==> src/rtl/matrix_pkg.sv <==
// Shared types and constants for the scrolling-glyph scheduler.
package matrix_pkg;

  localparam int CHAR_W     = 1;  // glyph code width ('0' / '1')
  localparam int SHIFT_W    = 3;  // scroll step width, steps 0..7
  localparam int NUM_GLYPHS = 2;  // glyphs addressable by CHAR_W bits

  localparam logic [SHIFT_W-1:0] LAST_SHIFT = 3'd7;

  typedef enum logic [1:0] {
    IDLE      = 2'd0,
    ISSUE     = 2'd1,
    WAIT_DONE = 2'd2,
    GAP       = 2'd3
  } state_e;

endpackage

==> src/rtl/matrix_char_fifo.sv <==
// Synchronous character FIFO with level output.
// A pop on an empty FIFO and a push on a full one are ignored.
// The read port is combinational so that a pop loads the head entry
// straight into the caller's register on the same edge.
module matrix_char_fifo #(
  parameter  int DEPTH = 4,
  parameter  int W     = 1,
  localparam int LVL_W = $clog2(DEPTH + 1),
  localparam int PTR_W = $clog2(DEPTH)
) (
  input  logic             clk,
  input  logic             rst,
  input  logic             push_i,
  input  logic [W-1:0]     data_i,
  input  logic             pop_i,
  output logic [W-1:0]     data_o,
  output logic             full_o,
  output logic             empty_o,
  output logic [LVL_W-1:0] level_o
);
  import matrix_pkg::*;

  logic [W-1:0]     mem_q [DEPTH];
  logic [PTR_W-1:0] wr_ptr_q;
  logic [PTR_W-1:0] rd_ptr_q;
  logic [LVL_W-1:0] level_q;
  logic             push_ok;
  logic             pop_ok;

  assign full_o  = (level_q == LVL_W'(DEPTH));
  assign empty_o = (level_q == '0);
  assign push_ok = push_i && !full_o;
  assign pop_ok  = pop_i && !empty_o;
  assign data_o  = mem_q[rd_ptr_q];
  assign level_o = level_q;

  // Storage array: written on accepted pushes, no reset needed.
  always_ff @(posedge clk) begin
    if (push_ok) begin
      mem_q[wr_ptr_q] <= data_i;
    end
  end

  // Pointers and occupancy; depth is a power of two so pointers wrap naturally.
  always_ff @(posedge clk or posedge rst) begin
    if (rst) begin
      wr_ptr_q <= '0;
      rd_ptr_q <= '0;
      level_q  <= '0;
    end else begin
      if (push_ok) wr_ptr_q <= wr_ptr_q + 1'b1;
      if (pop_ok)  rd_ptr_q <= rd_ptr_q + 1'b1;
      case ({push_ok, pop_ok})
        2'b10:   level_q <= level_q + 1'b1;
        2'b01:   level_q <= level_q - 1'b1;
        default: level_q <= level_q;
      endcase
    end
  end

endmodule

==> src/rtl/matrix_scroll_sched.sv <==
// Scroll scheduler for the 8x8 LED-matrix streamer: buffers glyph codes,
// issues one frame command per scroll step and paces frames with a gap.
module matrix_scroll_sched #(
  parameter  int FIFO_DEPTH = 4,
  parameter  int CHAR_W     = matrix_pkg::CHAR_W,
  parameter  int FRAME_GAP  = 64,
  localparam int LVL_W      = $clog2(FIFO_DEPTH + 1),
  localparam int GAP_W      = $clog2(FRAME_GAP + 1)
) (
  input  logic                         clk,
  input  logic                         reset,
  input  logic                         char_valid,
  input  logic [CHAR_W-1:0]            char_data,
  output logic                         char_ready,
  input  logic                         pause,
  output logic                         frame_valid,
  input  logic                         frame_ready,
  input  logic                         frame_done,
  output logic [CHAR_W-1:0]            frame_left,
  output logic [CHAR_W-1:0]            frame_right,
  output logic [matrix_pkg::SHIFT_W-1:0] frame_shift,
  output logic                         frame_blank_left,
  output logic                         busy,
  output logic [LVL_W-1:0]             fifo_level
);
  import matrix_pkg::*;

  state_e             state_q, state_d;
  logic [CHAR_W-1:0]  left_q, left_d;
  logic [CHAR_W-1:0]  right_q, right_d;
  logic [SHIFT_W-1:0] shift_q, shift_d;
  logic               blank_q, blank_d;
  logic [GAP_W-1:0]   gap_q, gap_d;

  logic               fifo_pop;
  logic               fifo_full;
  logic               fifo_empty;
  logic [CHAR_W-1:0]  fifo_dout;

  // No bypass: a full FIFO refuses a push even if it pops on the same edge.
  assign char_ready = !fifo_full;

  matrix_char_fifo #(
    .DEPTH (FIFO_DEPTH),
    .W     (CHAR_W)
  ) u_fifo (
    .clk     (clk),
    .rst     (reset),
    .push_i  (char_valid && char_ready),
    .data_i  (char_data),
    .pop_i   (fifo_pop),
    .data_o  (fifo_dout),
    .full_o  (fifo_full),
    .empty_o (fifo_empty),
    .level_o (fifo_level)
  );

  // State register together with the frame fields and gap counter.
  always_ff @(posedge clk or posedge reset) begin
    if (reset) begin
      state_q <= IDLE;
      left_q  <= '0;
      right_q <= '0;
      shift_q <= '0;
      blank_q <= 1'b1;
      gap_q   <= '0;
    end else begin
      state_q <= state_d;
      left_q  <= left_d;
      right_q <= right_d;
      shift_q <= shift_d;
      blank_q <= blank_d;
      gap_q   <= gap_d;
    end
  end

  // Next-state and frame-field update; pops happen only when a new glyph
  // enters from the right (leaving IDLE or finishing step 7 in GAP).
  always_comb begin
    state_d  = state_q;
    left_d   = left_q;
    right_d  = right_q;
    shift_d  = shift_q;
    blank_d  = blank_q;
    gap_d    = gap_q;
    fifo_pop = 1'b0;
    case (state_q)
      IDLE: begin
        if (!fifo_empty) begin
          fifo_pop = 1'b1;
          right_d  = fifo_dout;
          shift_d  = '0;
          state_d  = ISSUE;
        end
      end
      ISSUE: begin
        if (frame_ready) state_d = WAIT_DONE;
      end
      WAIT_DONE: begin
        if (frame_done) begin
          gap_d   = GAP_W'(FRAME_GAP - 1);
          state_d = GAP;
        end
      end
      GAP: begin
        if (!pause) begin
          if (gap_q != '0) begin
            gap_d = gap_q - 1'b1;
          end else if (shift_q != LAST_SHIFT) begin
            shift_d = shift_q + 1'b1;
            state_d = ISSUE;
          end else begin
            // Incoming glyph has fully scrolled in: it becomes the left glyph.
            left_d  = right_q;
            blank_d = 1'b0;
            shift_d = '0;
            if (!fifo_empty) begin
              fifo_pop = 1'b1;
              right_d  = fifo_dout;
              state_d  = ISSUE;
            end else begin
              state_d = IDLE;
            end
          end
        end
      end
      default: state_d = IDLE;
    endcase
  end

  // Moore outputs decoded from the registered state and frame fields.
  always_comb begin
    frame_valid      = (state_q == ISSUE);
    busy             = (state_q != IDLE);
    frame_left       = left_q;
    frame_right      = right_q;
    frame_shift      = shift_q;
    frame_blank_left = blank_q;
  end

endmodule

==> config.mk <==
export PLATFORM = sky130hd
export DESIGN_NAME = matrix_scroll_sched
export DESIGN_NICKNAME = d
export VERILOG_FILES = /design/src/rtl/matrix_pkg.sv /design/src/rtl/matrix_char_fifo.sv /design/src/rtl/matrix_scroll_sched.sv
export SDC_FILE = /design/constraint.sdc
export NUM_CORES = 1
export LEC_CHECK = 0
export ABC_AREA = 1
export BUFFER_PORTS_ARGS = -buffer_cell sky130_fd_sc_hd__clkbuf_2
export CAP_MARGIN = 15
export CELL_PAD_IN_SITES_DETAIL_PLACEMENT = 0
export CELL_PAD_IN_SITES_GLOBAL_PLACEMENT = 2
export CORE_MARGIN = 2
export CORE_UTILIZATION = 31
export CTS_CLUSTER_SIZE = 40
export DETAILED_ROUTE_END_ITERATION = 6
export GPL_TIMING_DRIVEN = 0
export PLACE_DENSITY_LB_ADDON = 0.05
export SYNTH_ARGS = -nofsm -noshare
export SYNTH_HDL_FRONTEND = slang
export SYNTH_SLANG_ARGS = --single-unit
==> constraint.sdc <==
create_clock -name clk -period 2.17 [get_ports clk]
set_clock_uncertainty 0.1 [all_clocks]
set_input_delay 0.217 -clock clk [delete_from_list [all_inputs] [get_ports clk]]
set_output_delay 0.217 -clock clk [all_outputs]
set_load 0.05 [all_outputs]
==> results.py <==
metrics = {
    "synthesis": {
        "synth_xor_xnor_area_share": 0.0161,
        "synth-seq-area-share": 0.411,
        "syn_inst": 202,
        "synthesis.nets": 223,
        "ys_warn_count": 0,
        "yosys.area_share.simple": 0.316,
        "synth_area_per_cell_sq_um": 8.10,
        "synth-compound-area-share": 0.0581,
        "ys_types": 26,
        "synth_area_sq_um": 1640,
        "ys_ff_latch": 26,
        "synth_adder_area_share": 0.112,
        "synth_top_family_by_area": "simple AND/OR/NAND/NOR gates",
        "synth.area.mux_share": 0,
    },
    "clocking": {
        "htree_levels": 1,
        "numCtsBuffers": 3,
        "clock_latency_ns": 0.28,
        "clock_sinks": 26,
        "clk_pin_slew_ns": 0.10,
        "ctsLongestPathBuffers": 2,
        "cts_tree": "yes",
        "cts_root_buf": "clkbuf_8",
    },
    "sta": {
        "drv_slew": 0,
        "worst_pin_slew_ns": 0.923,
        "rsz0062_at_grt": "yes",
        "min_period_ns": 2.22,
        "slew_headroom": 0.384,
        "hold_viol_final": 0,
        "max_freq_mhz": 451,
        "fin_ws_ns": -0.0485,
        "min_period_over_period": 1.02,
        "setup_viol": 1,
    },
    "critical_path": {
        "crit_type": "register to register",
        "worstPathArrival_ns": 2.29,
        "worstPathMaxFanout": 2,
        "worstPathRequired_ns": 2.24,
        "crit_path_end_kind": "register",
        "startpoint_type": "register",
    },
    "detailed_routing": {
        "drt-total-wl_um": 3590,
        "vias": 1349,
        "ant_nets": 0,
        "viasPerCell": 4.31,
        "wl_per_cell_um": 11.5,
        "dr.pass1.iters": 4,
        "drc": 0,
        "drt_iter0_markers": 61,
    },
    "placement": {
        "placedCellCount": 290,
        "place_congestion": 0.710,
        "hpwl_um": 2600,
        "port_buffers": 18,
    },
    "run_status": {
        "status": "complete, but fails checks",
        "violations": "setup timing",
    },
    "pwr": {
        "max-vdd-ir-drop_v": 0.000710,
        "power_density_nw_per_um2": 1550,
        "cellLeakagePower_nw": 1.04,
        "total_power_mw": 3.28,
    },
    "cells_and_area": {
        "fin_nets": 265,
        "drive_gt1_frac": 0.350,
        "stdcell_count": 313,
        "n_antenna_cell": 0,
        "area_delta_synth_final_pct": 29.5,
    },
    "floorplan": {
        "io_pins": 19,
        "start_util": 0.320,
        "core_sq_um": 5110,
        "rows": 26,
        "dieArea_sq_um": 5870,
        "fp.dieW_um": 76.6,
        "die_h_um": 76.6,
    },
    "global_route": {
        "track_usage": 0.133,
        "grt_pass1_wl_um": 6240,
        "grt_max_degree": 23,
        "grt_pass1_vias": 1318,
        "overflow": 0,
        "grt_antenna_before_repair": 0,
    },
    "job": {
        "max_cap_violations": 0,
    },
    "worst_hold_path": {
        "worstHoldPathType": "input port to async pin",
    },
}
==> cell usage after synthesis (all sizes together) <==
master | count | share of area
a21oi | 2 | 0.0061
o21ai | 14 | 0.047
xor2 | 2 | 0.011
nor2 | 26 | 0.070
dfstp | 1 | 0.016
edfxtp | 4 | 0.073
ha | 13 | 0.099
buf | 1 | 0.0069
nand4 | 2 | 0.0076
or2 | 1 | 0.0038
nand3 | 22 | 0.093
nand2 | 54 | 0.14
inv | 35 | 0.080
dfrtp | 21 | 0.32
fa | 1 | 0.012
xnor2 | 1 | 0.0054
o21a | 1 | 0.0046
nor3 | 1 | 0.0031
==> registers in the layout (all words and copies together) (netlist names) <==
name and count:
frame_blank_left 1, u_fifo.level_o 3, frame_right 1, u_fifo.wr_ptr_q 2, frame_left 1, gap_q 7
u_fifo.rd_ptr_q 2, state_q 2, frame_shift 3, u_fifo.mem_q 4
==> where the power goes <==
part / switching [mW] / internal, mW
registers: 0.201 / 0.697
logic: 1.24 / 0.720
clock network: 0.170 / 0.247
total: 1.61 / 1.66
==> worst max-delay path, stage by stage, from the launching register on <==
cell and delay, ns:
dfrtp_2 0.40, ha_4 0.14, ha_4 0.13, nand2_2 0.04, nor2_2 0.10, nand4_1 0.13, nand2_2 0.10, nand2_2 0.07
inv_2 0.07, ha_4 0.13, inv_4 0.03, fa_2 0.33, a21oi_2 0.11, o21ai_1 0.08, xor2_1 0.14
==> layout make-up <==
type,count,area [sq um]
timing repair buffer,37,233
tap,70,87.6
clock inverter,1,30.0
sequential,26,678
buffer,1,11.3
inverter,35,134
fill,558,2990
multi-input combinational,140,903
clock buffer,3,41.3
==> path summary, 6_finish.rpt <==
| path | from | endpoint | depth (start not counted) | slack [ns] |
|---|---|---|---|---|
| max in group asynchronous | reset | frame_shift[1] | 2 | 1.34 |
| min in group clk | char_data | u_fifo.mem_q[0] | 1 | 0.06 |
| worst max register to register | frame_shift[1] | u_fifo.level_o[2] | 14 | -0.05 |
| worst min-delay path | reset | frame_right | 2 | 0.008 |
| worst min register to register | frame_blank_left | frame_blank_left | 2 | 0.35 |
| worst max-delay path | frame_shift[1] | u_fifo.level_o[2] | 14 | -0.05 |
==> cell usage in the layout, fill, tap and decap left out <==
| cell type | count |
|---|---|
| a21oi_1 | 1 |
| a21oi_2 | 1 |
| buf_4 | 19 |
| buf_6 | 1 |
| bufinv_16 | 1 |
| clkbuf_2 | 18 |
| clkbuf_8 | 3 |
| dfrtp_1 | 16 |
| dfrtp_2 | 5 |
| dfstp_2 | 1 |
| edfxtp_1 | 4 |
| fa_2 | 1 |
| ha_1 | 8 |
| ha_2 | 1 |
| ha_4 | 4 |
| inv_1 | 27 |
| inv_2 | 7 |
| inv_4 | 1 |
| nand2_1 | 45 |
| nand2_2 | 7 |
| nand2_4 | 2 |
| nand3_1 | 18 |
| nand3_2 | 1 |
| nand3_4 | 3 |
| nand4_1 | 2 |
| nor2_1 | 21 |
| nor2_2 | 2 |
| nor2_4 | 3 |
| nor3_1 | 1 |
| o21a_1 | 1 |
| o21ai_0 | 4 |
| o21ai_1 | 7 |
| o21ai_2 | 3 |
| or2_2 | 1 |
| xnor2_1 | 1 |
| xor2_1 | 2 |
==> routing by layer <==
layer | part of all wire | GRT usage | vias up | wire length (um)
met4 | 0.010 | 0.0436 | 0 | 37
met5 | 0 | 0 | - | 0
met1 | 0.49 | 0.179 | 621 | 1750
met3 | 0.016 | 0.0190 | 4 | 59
met2 | 0.49 | 0.219 | 12 | 1750
li1 | - | - | 712 | -
==> repair_timing <==
action,in CTS,in global routing
setup endpoints to repair,2,4
pin swaps,5,6
hold buffers,0,0
gates resized for setup,12,8
buffers inserted,16,5
==> metrics by stage <==
step	worst slack, ns	setup TNS [ns]	util	area (sq um)	hold slack (ns)
2_1_floorplan	-0.202	-0.299	-	1680	0.105
3_3_place_gp	-0.242	-0.370	0.365	1860	0.327
3_5_place_dp	-0.255	-0.399	0.365	1860	0.335
4_1_cts	-0.121	-0.209	0.408	2080	0.0477
5_1_grt	-0.177	-0.216	0.415	2120	0.0491
6_report	-0.0485	-0.0485	0.415	2120	0.00756
==> cell families after synthesis <==
logic type	after synthesis
AND/OR/NAND/NOR	106
buffers and inverters	36
flip-flops	26
AO/OA/AOI/OAI	17
adder cells (fa/ha/maj)	14
XOR/XNOR	3
No activity file was read; power rests on OpenSTA's default activity.
